==> src/rtl/game_load_sequencer_pkg.sv <==
// Game codes shared by the selector and the load sequencer, plus the
// code-to-ROM-slot map used to place each game in the loader's address space.
package game_load_sequencer_pkg;

    localparam logic [3:0] GameEms        = 4'h0;
    localparam logic [3:0] GameMario      = 4'h1;
    localparam logic [3:0] GameDonkeyKong = 4'h2;
    localparam logic [3:0] GamePacman     = 4'h3;
    localparam logic [3:0] GameGalaga     = 4'h4;
    localparam logic [3:0] GameDefender2  = 4'h5;
    localparam logic [3:0] GameTennis     = 4'h6;
    localparam logic [3:0] GameGolf       = 4'h7;
    localparam logic [3:0] GamePinball    = 4'h8;

    localparam int unsigned NumGameSlots = 9;

    function automatic logic [3:0] game_slot(input logic [3:0] code);
        logic [3:0] slot;
        case (code)
            GameMario:      slot = 4'd1;
            GameDonkeyKong: slot = 4'd2;
            GamePacman:     slot = 4'd3;
            GameGalaga:     slot = 4'd4;
            GameDefender2:  slot = 4'd5;
            GameTennis:     slot = 4'd6;
            GameGolf:       slot = 4'd7;
            GamePinball:    slot = 4'd8;
            default:        slot = 4'd0;
        endcase
        return slot;
    endfunction

    // Unknown codes fold onto EMS so they never look like a distinct selection.
    function automatic logic [3:0] game_canon(input logic [3:0] code);
        return (game_slot(code) == 4'd0) ? GameEms : code;
    endfunction

endpackage

==> src/rtl/game_load_sequencer_sync_debounce.sv <==
// Two-flop synchroniser followed by a stability counter; stable_o rises once
// the synchronised value has held for StableCycles consecutive cycles.
module game_load_sequencer_sync_debounce #(
    parameter int unsigned Width        = 4,
    parameter int unsigned StableCycles = 1024
) (
    input  logic             clk_i,
    input  logic             rst_i,
    input  logic [Width-1:0] d_i,
    output logic [Width-1:0] code_o,
    output logic             stable_o
);

    localparam int unsigned CntW = (StableCycles > 1) ? $clog2(StableCycles) : 1;
    localparam logic [CntW-1:0] CntMax = CntW'(StableCycles - 1);

    logic [Width-1:0] sync1_q, sync2_q;
    logic [Width-1:0] cand_q, cand_d;
    logic [CntW-1:0]  cnt_q, cnt_d;

    always_comb begin
        cand_d = cand_q;
        cnt_d  = cnt_q;
        if (sync2_q != cand_q) begin
            cand_d = sync2_q;
            cnt_d  = '0;
        end else if (cnt_q != CntMax) begin
            cnt_d = cnt_q + 1'b1;
        end
    end

    always_ff @(posedge clk_i) begin
        if (rst_i) begin
            sync1_q <= '0;
            sync2_q <= '0;
            cand_q  <= '0;
            cnt_q   <= '0;
        end else begin
            sync1_q <= d_i;
            sync2_q <= sync1_q;
            cand_q  <= cand_d;
            cnt_q   <= cnt_d;
        end
    end

    assign code_o   = cand_q;
    assign stable_o = (cnt_q == CntMax);

endmodule

==> src/rtl/game_load_sequencer.sv <==
// Turns a debounced game-selection change into a console reload: hold the NES
// core in reset, request the ROM load for the new slot, release on ack.
module game_load_sequencer
    import game_load_sequencer_pkg::*;
#(
    parameter int unsigned StableCycles = 1024,
    parameter int unsigned RstCycles    = 16,
    parameter int unsigned AddrW        = 24,
    parameter int unsigned PrgSlotShift = 15,
    parameter int unsigned ChrSlotShift = 13,
    parameter int unsigned AckTimeout   = 65535
) (
    input  logic             clk_i,
    input  logic             rst_i,
    input  logic [3:0]       game_i,
    input  logic             load_ack_i,
    output logic             nes_rst_o,
    output logic             load_req_o,
    output logic [3:0]       load_slot_o,
    output logic [AddrW-1:0] prg_base_o,
    output logic [AddrW-1:0] chr_base_o,
    output logic [3:0]       active_game_o,
    output logic             busy_o,
    output logic             load_err_o
);

    typedef enum logic [2:0] {StBoot, StIdle, StHold, StLoad, StRelease} state_e;

    localparam int unsigned HoldW = (RstCycles > 1) ? $clog2(RstCycles) : 1;
    localparam int unsigned AckW  = (AckTimeout > 1) ? $clog2(AckTimeout) : 1;
    localparam logic [HoldW-1:0] HoldMax = HoldW'(RstCycles - 1);
    localparam logic [AckW-1:0]  AckMax  = AckW'(AckTimeout - 1);

    state_e           state_q, state_d;
    logic [HoldW-1:0] hold_cnt_q, hold_cnt_d;
    logic [AckW-1:0]  ack_cnt_q, ack_cnt_d;
    logic [3:0]       active_q, active_d;
    logic [3:0]       slot_q, slot_d;
    logic             err_q, err_d;
    logic             latch;

    logic [3:0]       cand;
    logic             stable;
    logic [AddrW-1:0] slot_ext;

    game_load_sequencer_sync_debounce #(
        .Width        (4),
        .StableCycles (StableCycles)
    ) u_sync_debounce (
        .clk_i    (clk_i),
        .rst_i    (rst_i),
        .d_i      (game_i),
        .code_o   (cand),
        .stable_o (stable)
    );

    always_comb begin
        state_d    = state_q;
        hold_cnt_d = hold_cnt_q;
        ack_cnt_d  = ack_cnt_q;
        active_d   = active_q;
        slot_d     = slot_q;
        err_d      = err_q;
        latch      = 1'b0;

        unique case (state_q)
            StBoot: begin
                latch = stable;
            end
            StIdle: begin
                latch = stable && (game_canon(cand) != active_q);
            end
            StHold: begin
                if (hold_cnt_q == HoldMax) begin
                    state_d    = StLoad;
                    hold_cnt_d = '0;
                end else begin
                    hold_cnt_d = hold_cnt_q + 1'b1;
                end
            end
            StLoad: begin
                if (load_ack_i) begin
                    state_d   = StRelease;
                    err_d     = 1'b0;
                    ack_cnt_d = '0;
                end else if (ack_cnt_q == AckMax) begin
                    // Retry the same slot after another full reset hold.
                    state_d   = StHold;
                    err_d     = 1'b1;
                    ack_cnt_d = '0;
                end else begin
                    ack_cnt_d = ack_cnt_q + 1'b1;
                end
            end
            StRelease: begin
                state_d = StIdle;
            end
            default: begin
                state_d = StBoot;
            end
        endcase

        if (latch) begin
            state_d    = StHold;
            hold_cnt_d = '0;
            active_d   = game_canon(cand);
            slot_d     = game_slot(cand);
        end
    end

    always_ff @(posedge clk_i) begin
        if (rst_i) begin
            state_q    <= StBoot;
            hold_cnt_q <= '0;
            ack_cnt_q  <= '0;
            active_q   <= GameEms;
            slot_q     <= '0;
            err_q      <= 1'b0;
        end else begin
            state_q    <= state_d;
            hold_cnt_q <= hold_cnt_d;
            ack_cnt_q  <= ack_cnt_d;
            active_q   <= active_d;
            slot_q     <= slot_d;
            err_q      <= err_d;
        end
    end

    assign slot_ext      = AddrW'(slot_q);
    assign nes_rst_o     = (state_q != StIdle);
    assign busy_o        = (state_q != StIdle);
    assign load_req_o    = (state_q == StLoad);
    assign load_slot_o   = slot_q;
    assign prg_base_o    = slot_ext << PrgSlotShift;
    assign chr_base_o    = slot_ext << ChrSlotShift;
    assign active_game_o = active_q;
    assign load_err_o    = err_q;

endmodule

==> config.mk <==
export PLATFORM = sky130hd
export DESIGN_NAME = game_load_sequencer
export DESIGN_NICKNAME = d
export VERILOG_FILES = /design/src/rtl/game_load_sequencer_pkg.sv /design/src/rtl/game_load_sequencer_sync_debounce.sv /design/src/rtl/game_load_sequencer.sv
export SDC_FILE = /design/constraint.sdc
export NUM_CORES = 1
export LEC_CHECK = 0
export ABC_AREA = 1
export CORE_UTILIZATION = 51
export DETAILED_ROUTE_END_ITERATION = 10
export GPL_TIMING_DRIVEN = 0
export PLACE_DENSITY = 0.88
export SYNTH_ARGS = -nofsm -noshare
export SYNTH_HDL_FRONTEND = slang
export SYNTH_HIERARCHICAL = 1
export SYNTH_SLANG_ARGS = --single-unit
==> constraint.sdc <==
create_clock -name clk_i -period 2.1 [get_ports clk_i]
set_input_delay 0.42 -clock clk_i [delete_from_list [all_inputs] [get_ports clk_i]]
set_output_delay 0.42 -clock clk_i [all_outputs]
set_load 0.005 [all_outputs]
Word level (Yosys, flattened, before mapping)
Memories as Yosys holds them, arrays and structs flattened. A register that Yosys moved wholly into a read port is not among the register bits.
Cells that the tools add are included.

storage, ports and cells
  register bits = 50
  logic and storage cells = 63
  memory bits (read-only) = 192
  output and inout bits = 60
  input port bits = 7
  memories = 3

operators by class
  equal/unequal tests = 16
  mux-type cells = 19
  reductions and logical operators = 11
  $add $sub $neg = 3
  bitwise gates (word level) = 1

memories
  memory           words  bits a word  read ports  clocked after memory_dff  wr ports  line                           RTL
  (no name shown)  16     4            1           1                         0         game_load_sequencer_pkg.sv:19  case (code)
  (no name shown)  16     4            1           1                         0         game_load_sequencer_pkg.sv:19
  (no name shown)  16     4            1           1                         0         game_load_sequencer_pkg.sv:19

operators by type and width
  operator                                             number
  2-to-1 mux 4 bit                                     9
  2-to-1 mux 16 bit                                    2
  adder 16 x 1 -> 16 bit, second input constant        1
  equality test 16 bit, second input constant          1
  case mux 3 bit (4 select lines)                      1
  adder 10 x 1 -> 10 bit, second input constant        1
  equality test 10 bit, second input constant          1
  != test 10 bit, second input constant                1
  2-to-1 mux 3 bit                                     3
  logical NOT 4 bit                                    2
  != test 4 bit                                        2
  equality test 3 x 2 -> 1 bit, second input constant  2
  AND reduction 3 bit                                  2
  OR reduction 2 bit                                   3
  adder 4 x 1 -> 4 bit, second input constant          1
  equality test 4 bit, second input constant           1
  != test 4 x 2 -> 1 bit, second input constant        1
  equality test 3 x 1 -> 1 bit, second input constant  1
  equality test 3 bit, second input constant           1
  logical NOT 3 bit                                    1
  != test 3 x 1 -> 1 bit, second input constant        1
  != test 3 x 2 -> 1 bit, second input constant        1
  != test 3 bit, second input constant                 1
  2-to-1 mux 1 bit                                     2
  8 further kinds                                      8

Longest topological paths before layout
Gate-level depths: netlist of the first run.

  word-level depth = 10
  mapped depth = 10
  mapped depth without buffers = 9

Cells and area by module
The synthesis of the first run kept the hierarchy.

by module, submodules not included
  module                             area each (um^2)  instances  cells each  seq. area each (um^2)
  game_load_sequencer                2,122.0           1          315         620.6
  game_load_sequencer_sync_debounce  1,041.0           1          135         440.4

Least setup slack after synthesis of the first run
No wires, ideal clock.

  path kind = register to register
  start = register u_sync_debounce.cnt_q[0]
  end = register hold_cnt_q[0]
  clock period less this slack = 1.680 ns
  data required time = 1.984 ns
  cell stages (with the launch flop) = 10
  path slack = 0.420 ns
  buffers on the path = 0
  setup time = 0.116 ns
  data arrival time = 1.563 ns
  cell sequence = dfxtp_1 > ha_1 > nand2_4 > nor2_8 > nand2_4 > clkinv_4 > nor3b_2 > nand2_4 > nand2_2 > a21oi_1

between the ends
  cells in the longest elaborated chain, start to end = 4

RTL lines
  item                                   line                                     RTL
  start: declaration                     game_load_sequencer_sync_debounce.sv:19  logic [CntW-1:0] cnt_q, cnt_d;
  start signal: assignment               game_load_sequencer_sync_debounce.sv:42  cnt_q <= cnt_d;
  equality test 10 bit *                 game_load_sequencer_sync_debounce.sv:47  assign stable_o = (cnt_q == CntMax);
  named net stable                       game_load_sequencer.sv:43                logic stable;
  logical AND 1 bit                      game_load_sequencer.sv:71                latch = stable && (game_canon(cand) != active_q);
  case mux 1 bit (2 select lines) *      game_load_sequencer.sv:66                unique case (state_q)
  OR reduction 2 bit (no source line) *  -
  end signal: assignment                 game_load_sequencer.sv:121               hold_cnt_q <= hold_cnt_d;
  end: declaration                       game_load_sequencer.sv:35                logic [HoldW-1:0] hold_cnt_q, hold_cnt_d;

The timed path passes the listed nets; every way through them passes the cells marked *.
A chain may end at the register's enable or synchronous reset.

Final worst setup path of the first run
  start = register state_q[0]
  end = output port load_req_o

between the ends
  cells in the longest elaborated chain, start to end = 1

RTL lines
  item                          line                        RTL
  start: declaration            game_load_sequencer.sv:34   state_e state_q, state_d;
  start signal: assignment      game_load_sequencer.sv:113  state_q <= StBoot;
  start signal: assignment      game_load_sequencer.sv:120  state_q <= state_d;
  equality test 3 x 2 -> 1 bit  game_load_sequencer.sv:132  assign load_req_o = (state_q == StLoad);
  end: declaration              game_load_sequencer.sv:18   output logic load_req_o,

No other way between the ends.

==> results of run 1 <==
layout make-up:
| class | instances | area, um^2 |
|---|---|---|
| clock buffer | 6 | 72.57 |
| buffer | 56 | 405.4 |
| inverter | 59 | 226.5 |
| timing repair buffer | 26 | 260.3 |
| multi-input combinational | 321 | 1617 |
| tap | 75 | 93.84 |
| clock inverter | 2 | 38.79 |
| sequential | 53 | 1061 |
| fill | 519 | 2181 |
worst paths after layout:
kind / start / endpoint / slack (ps) / cells after the start
worst min-delay path: u_sync_debounce/sync1_q[1] / u_sync_debounce/sync2_q[1] / 410 / 2
worst max register to register: u_sync_debounce/cnt_q[0] / state_q[0] / 210 / 9
worst min register to register: u_sync_debounce/sync1_q[1] / u_sync_debounce/sync2_q[1] / 410 / 2
worst max-delay path: state_q[0] / load_req_o / 90 / 3
cell families after synthesis:
family / Yosys count / synth area share [%]
fa+ha+maj: 4 / 1.582
compound gates: 45 / 7.872
buf+inv: 115 / 19.98
simple gates: 228 / 35.80
other cells: 1 / 0.1186
xor+xnor: 4 / 1.108
flops: 53 / 33.54
sequential cells by signal, indices dropped and copies added, names as in the netlist, 4 cells and up:
register                 flops
ack_cnt_q                   16
u_sync_debounce/cnt_q       10
active_game_o                4
hold_cnt_q                   4
u_sync_debounce/code_o       4
u_sync_debounce/sync1_q      4
u_sync_debounce/sync2_q      4
critical path, delay by kind of cell, from the launching register on:
kind | cells | cell delay (ps)
buffers and inverters | 2 | 650
and+or+nand+nor | 1 | 170
DFF | 1 | 470
power by group:
part	total (W)	internal [W]	switching (W)	leakage, nW
Clock	0.000693	0.000358	0.000335	0.0554
Combinational	0.000156	0.0000788	0.0000772	1.21
Sequential	0.00103	0.00102	0.00000923	0.429
cells in the mapped netlist:
master / n / area, um^2
nand2_1: 108 / 405.4
dfxtp_1: 53 / 1061
inv_1: 52 / 195.2
buf_4: 50 / 375.4
nor2_1: 47 / 176.4
nand3_1: 30 / 150.1
a21oi_1: 25 / 125.1
nor2_2: 10 / 62.56
nand3_2: 8 / 80.08
nand4_1: 7 / 43.79
o21ai_0: 7 / 35.03
inv_2: 6 / 22.52
clkbuf_1: 5 / 18.77
o21ai_1: 5 / 25.02
ha_1: 4 / 50.05
nor2_4: 4 / 45.04
o21bai_1: 4 / 30.03
a21oi_2: 3 / 26.28
nand2_4: 3 / 33.78
xor2_1: 3 / 26.28
nand2_2: 2 / 12.51
nand3_4: 2 / 35.03
a22oi_1: 1 / 7.510
buf_6: 1 / 11.26
clkinv_4: 1 / 8.760
conb_1: 1 / 3.750
nand3b_1: 1 / 7.510
nand3b_4: 1 / 20.02
nor2_8: 1 / 20.02
nor3_1: 1 / 5.000
nor3_4: 1 / 16.27
nor3b_2: 1 / 12.51
or2_1: 1 / 6.260
xnor2_1: 1 / 8.760
metal layers:
layer	GRT usage [%]	part of all wire, %	vias to the layer above
li1	-	-	1458
met1	21.79	42	1232
met2	35.42	51	66
met3	4.382	5.3	10
met4	9.107	1.7	0
met5	0	0	-
placed cells by master (no fill, tap or decap), types with 2 or more instances in the layout:
| cell | count |
|---|---|
| a21oi_2 | 3 |
| conb_1 | 40 |
| inv_2 | 6 |
| nand3_1 | 30 |
| inv_1 | 52 |
| dfxtp_1 | 53 |
| a21oi_1 | 25 |
| o21bai_1 | 4 |
| clkbuf_8 | 5 |
| nor2_4 | 4 |
| ha_1 | 4 |
| clkdlybuf4s50_1 | 26 |
| o21ai_0 | 7 |
| nand2_1 | 108 |
| clkbuf_1 | 6 |
| nand3_2 | 8 |
| nor2_1 | 47 |
| nand4_1 | 7 |
| o21ai_1 | 5 |
| nand2_2 | 2 |
| xor2_1 | 3 |
| nand2_4 | 3 |
| clkinv_4 | 2 |
| nor2_2 | 10 |
| nand3_4 | 2 |
| buf_4 | 50 |
per-stage QoR:
stage          setup slack [ps]  setup TNS, ps  total power (W)  hold WS [ps]  cells
2_1_floorplan             420.2              0         0.001174         388.3    489
3_3_place_gp             -116.3          -1066         0.001197         390.8    590
3_5_place_dp             -155.4          -1692         0.001202         396.2    590
4_1_cts                   88.02              0         0.001892         409.7    598
5_1_grt                   8.314              0         0.001965         423.6    598
6_report                  88.74              0         0.001875         407.4    598
==> results.yml, run 1 <==
run_status:
  status: "completed"
timing:
  fmax_mhz: 497.2
  setup_violations: 0
  fin_skew_ps: 7.118
  drv_slew: 0
  rsz0062_at_grt: "no"
  tightestPinTransition_ps: 525.1
  hold_violations: 0
  fin_crit_sh_pct: 95.77
  relSlewSlack_pct: 65.00
  min_period_ps: 2011
clock_network:
  root_buffer: "clkbuf_8"
  hold_buffers: 0
  htreeDepth: 2
  cts.path.max_buffers: 2
  cts-buffers-inserted: 5
  clk_pin_slew_ps: 100
  tritoncts: "done"
  cts_resized: 0
  numClockSinks: 53
  clock_latency_ps: 310
  post_cts_buffers: 0
routing:
  wl_per_cell_um: 9.913
  dr.pass1.iters: 4
  vias: 2766
  drc: 0
  first_iter_violations: 142
  via_per_inst: 4.625
  ant_nets: 0
  wl_um: 5928
die:
  coreArea_mm2: 0.005956
  pin_count: 67
  die_y_um: 80.75
  start_util_pct: 53.11
  rows: 28
  dieWidth_um: 80.75
  dieArea_mm2: 0.006521
finish:
  n_antenna_cell: 0
  final_util_pct: 63.38
  nets: 533
  postLayoutCellArea_mm2: 0.003775
  layout-drive-gt1-share_pct: 19.31
  syn2layout_area_growth_pct: 19.34
synthesis:
  yosysWarnings: 6
  synthDistinctLibCells: 34
  synth_area_mm2: 0.003163
  seq_area_frac_synth_pct: 33.54
  synth.avg_cell_area_um2: 7.029
  syn_inst: 450
  ys_ff_latch: 53
global_route:
  grt_pass1_wl_um: 10200
  first_global_vias: 2509
  globalRouteTotalUtil_pct: 19.62
  antenna_found_initial: 0
  grt_max_degree: 17
  overflow: 0
pwr:
  p_per_area_mw_per_mm2: 496.7
  vdd_ir_drop_max_mv: 0.2604
  p_leak_nw: 1.689
worst_setup_path:
  required_ps: 1680
  startpoint_type: "register"
  cp_cell_sequence: "nand3_4 > inv_1 > clkdlybuf4s50_1"
  arrival_ps: 1590
  slowest_delay_ps: 510
  critPathMaxFanout: 9
  path_class: "register to output port"
  cp_slowest_cell: "clkdlybuf4s50_1"
  cp-end-kind: "output port"
placement:
  post-dp-hpwl_um: 4573
  portBuffers: 26
  dpl_cell_area_mm2: 0.003664
  place.gp.congestion: 0.8505
min_path:
  min_path_type: "register to register"
flow_run:
  maxCapViolations: 0
No activity file was read; power rests on OpenSTA's default activity.
==> inputs of run 2 (changes only) <==
- CAP_MARGIN: default -> 40
==> results of run 2 <==
Final layout, timing and power as in run 1 (identical DEF).
==> inputs of run 3 (changes only) <==
- PLACE_DENSITY: 0.88 -> 0.82
==> results.yml, run 3 (synthesis gave the netlist of run 1 again) <==
timing:
  min_period_ps: 1983
  fin_skew_ps: 14.05
  whs_ps: 403.0
  hold_violations: 0
  fmax_mhz: 504.2
  setup_slack_ps: 116.5
  tightestPinTransition_ps: 535.5
  setup_violations: 0
  relSlewSlack_pct: 64.30
  drv_slew: 0
  fin_crit_sh_pct: 94.45
  rsz0062_at_grt: "no"
routing:
  wl_um: 5847
  first_iter_violations: 152
  vias: 2723
  drc: 0
  via_per_inst: 4.554
  dr.pass1.iters: 4
  ant_nets: 0
  wl_per_cell_um: 9.778
worst_setup_path:
  cp_cell_sequence: "inv_2 > nand3_4 > inv_1 > clkdlybuf4s50_1"
  path_class: "register to output port"
  reg2reg_depth: 9
  cp-end-kind: "output port"
  arrival_ps: 1560
  slowest_delay_ps: 510
  startpoint_type: "register"
  timing.rr.end: "state_q[0]"
  ff2ff_setup_slack_ps: 160
  critPathMaxFanout: 9
  cp_slowest_cell: "clkdlybuf4s50_1"
  required_ps: 1680
  r2r-start: "u_sync_debounce/cnt_q[0]"
clock_network:
  tritoncts: "done"
  clock_latency_ps: 320
  hold_buffers: 0
  cts.path.max_buffers: 2
  cts-buffers-inserted: 5
  root_buffer: "clkbuf_8"
  numClockSinks: 53
  htreeDepth: 2
  clk_pin_slew_ps: 110
flow_run:
  maxCapViolations: 0
pwr:
  p_per_area_mw_per_mm2: 500.9
  p_leak_nw: 1.690
  vdd_ir_drop_max_mv: 0.3072
die:
  pin_count: 67
  die_y_um: 80.75
  rows: 28
  dieArea_mm2: 0.006521
  start_util_pct: 53.11
  coreArea_mm2: 0.005956
  dieWidth_um: 80.75
finish:
  syn2layout_area_growth_pct: 19.54
  reg.largest.list: "ack_cnt_q (16), u_sync_debounce/cnt_q (10)"
  layout-drive-gt1-share_pct: 19.89
  postLayoutCellArea_mm2: 0.003781
  final_cell_mix: "nand2_1, inv_1, dfxtp_1"
  largest_reg_flops: 16
  top_register: "ack_cnt_q"
  n_antenna_cell: 0
  final_util_pct: 63.49
  nets: 533
  layout_commonest_cell: "nand2_1"
min_path:
  hold_end: "u_sync_debounce/sync2_q[3]"
  min_path_type: "register to register"
  hold_depth: 2
  min-delay-start: "u_sync_debounce/sync1_q[3]"
placement:
  place.gp.congestion: 0.8733
  post-dp-hpwl_um: 4515
  portBuffers: 26
  dpl_cell_area_mm2: 0.003664
  pre_cts_slack_ps: -183.7
global_route:
  overflow: 0
  globalRouteTotalUtil_pct: 19.64
  grt_pass1_wl_um: 10120
  first_global_vias: 2461
  grt_max_degree: 18
  antenna_found_initial: 0
run_status:
  status: "completed"
## run 3: worst max path at each step
stage	slack, ps	end	cells after the start	startpoint
after floorplan	420	hold_cnt_q[0]	9	u_sync_debounce/cnt_q[0]
after global placement	-130	active_game_o[3]	6	rst_i
after detailed placement	-180	load_slot_o[1]	6	rst_i
after CTS	70	load_req_o	3	state_q[1]
after global routing	8	load_slot_o[3]	6	rst_i
final	120	load_req_o	4	state_q[2]
## run 3: power breakdown
part	internal [W]	total [W]	leakage (nW)	switching (W)
Combinational	0.0000787	0.000155	1.21	0.0000762
Clock	0.000357	0.000713	0.0543	0.000356
Sequential	0.00102	0.00103	0.430	0.00000924
## run 3: routing by layer
layer / part of all wire (%) / GRT usage [%] / wire length, um / up-vias
met5: 0 / 0 / 0 / -
met4: 1.7 / 7.143 / 97 / 0
met3: 4.1 / 3.708 / 238 / 9
met2: 50 / 36.95 / 2924 / 57
met1: 44 / 21.78 / 2586 / 1193
li1: - / - / - / 1464
## run 3: per-stage QoR
stage / std cells / power, W / TNS, ps
after floorplan: 489 / 0.001174 / 0
after global placement: 590 / 0.001198 / -1275
after detailed placement: 590 / 0.001201 / -2066
after CTS: 598 / 0.001903 / 0
after global routing: 598 / 0.001969 / 0
final: 598 / 0.001894 / 0
## run 3: area by class of cell
class | count | area, um^2
Buffer | 56 | 405.4
Clock buffer | 5 | 68.82
Clock inverter | 3 | 46.29
Fill cell | 534 | 2175
Inverter | 59 | 226.5
Multi-Input combinational cell | 321 | 1617
Sequential cell | 53 | 1064
Tap cell | 75 | 93.84
Timing Repair Buffer | 26 | 260.3
## run 3: worst max-delay path, delay by kind of cell, from the launching register on
| family | cells | cell delay, ps |
|---|---|---|
| buffers and inverters | 3 | 730 |
| and+or+nand+nor | 1 | 140 |
| DFF | 1 | 370 |
## run 3: repair_timing
item	in CTS	in global routing
endpoints found under the setup margin	0	1
gates resized for setup	0	2
setup buffers	0	0
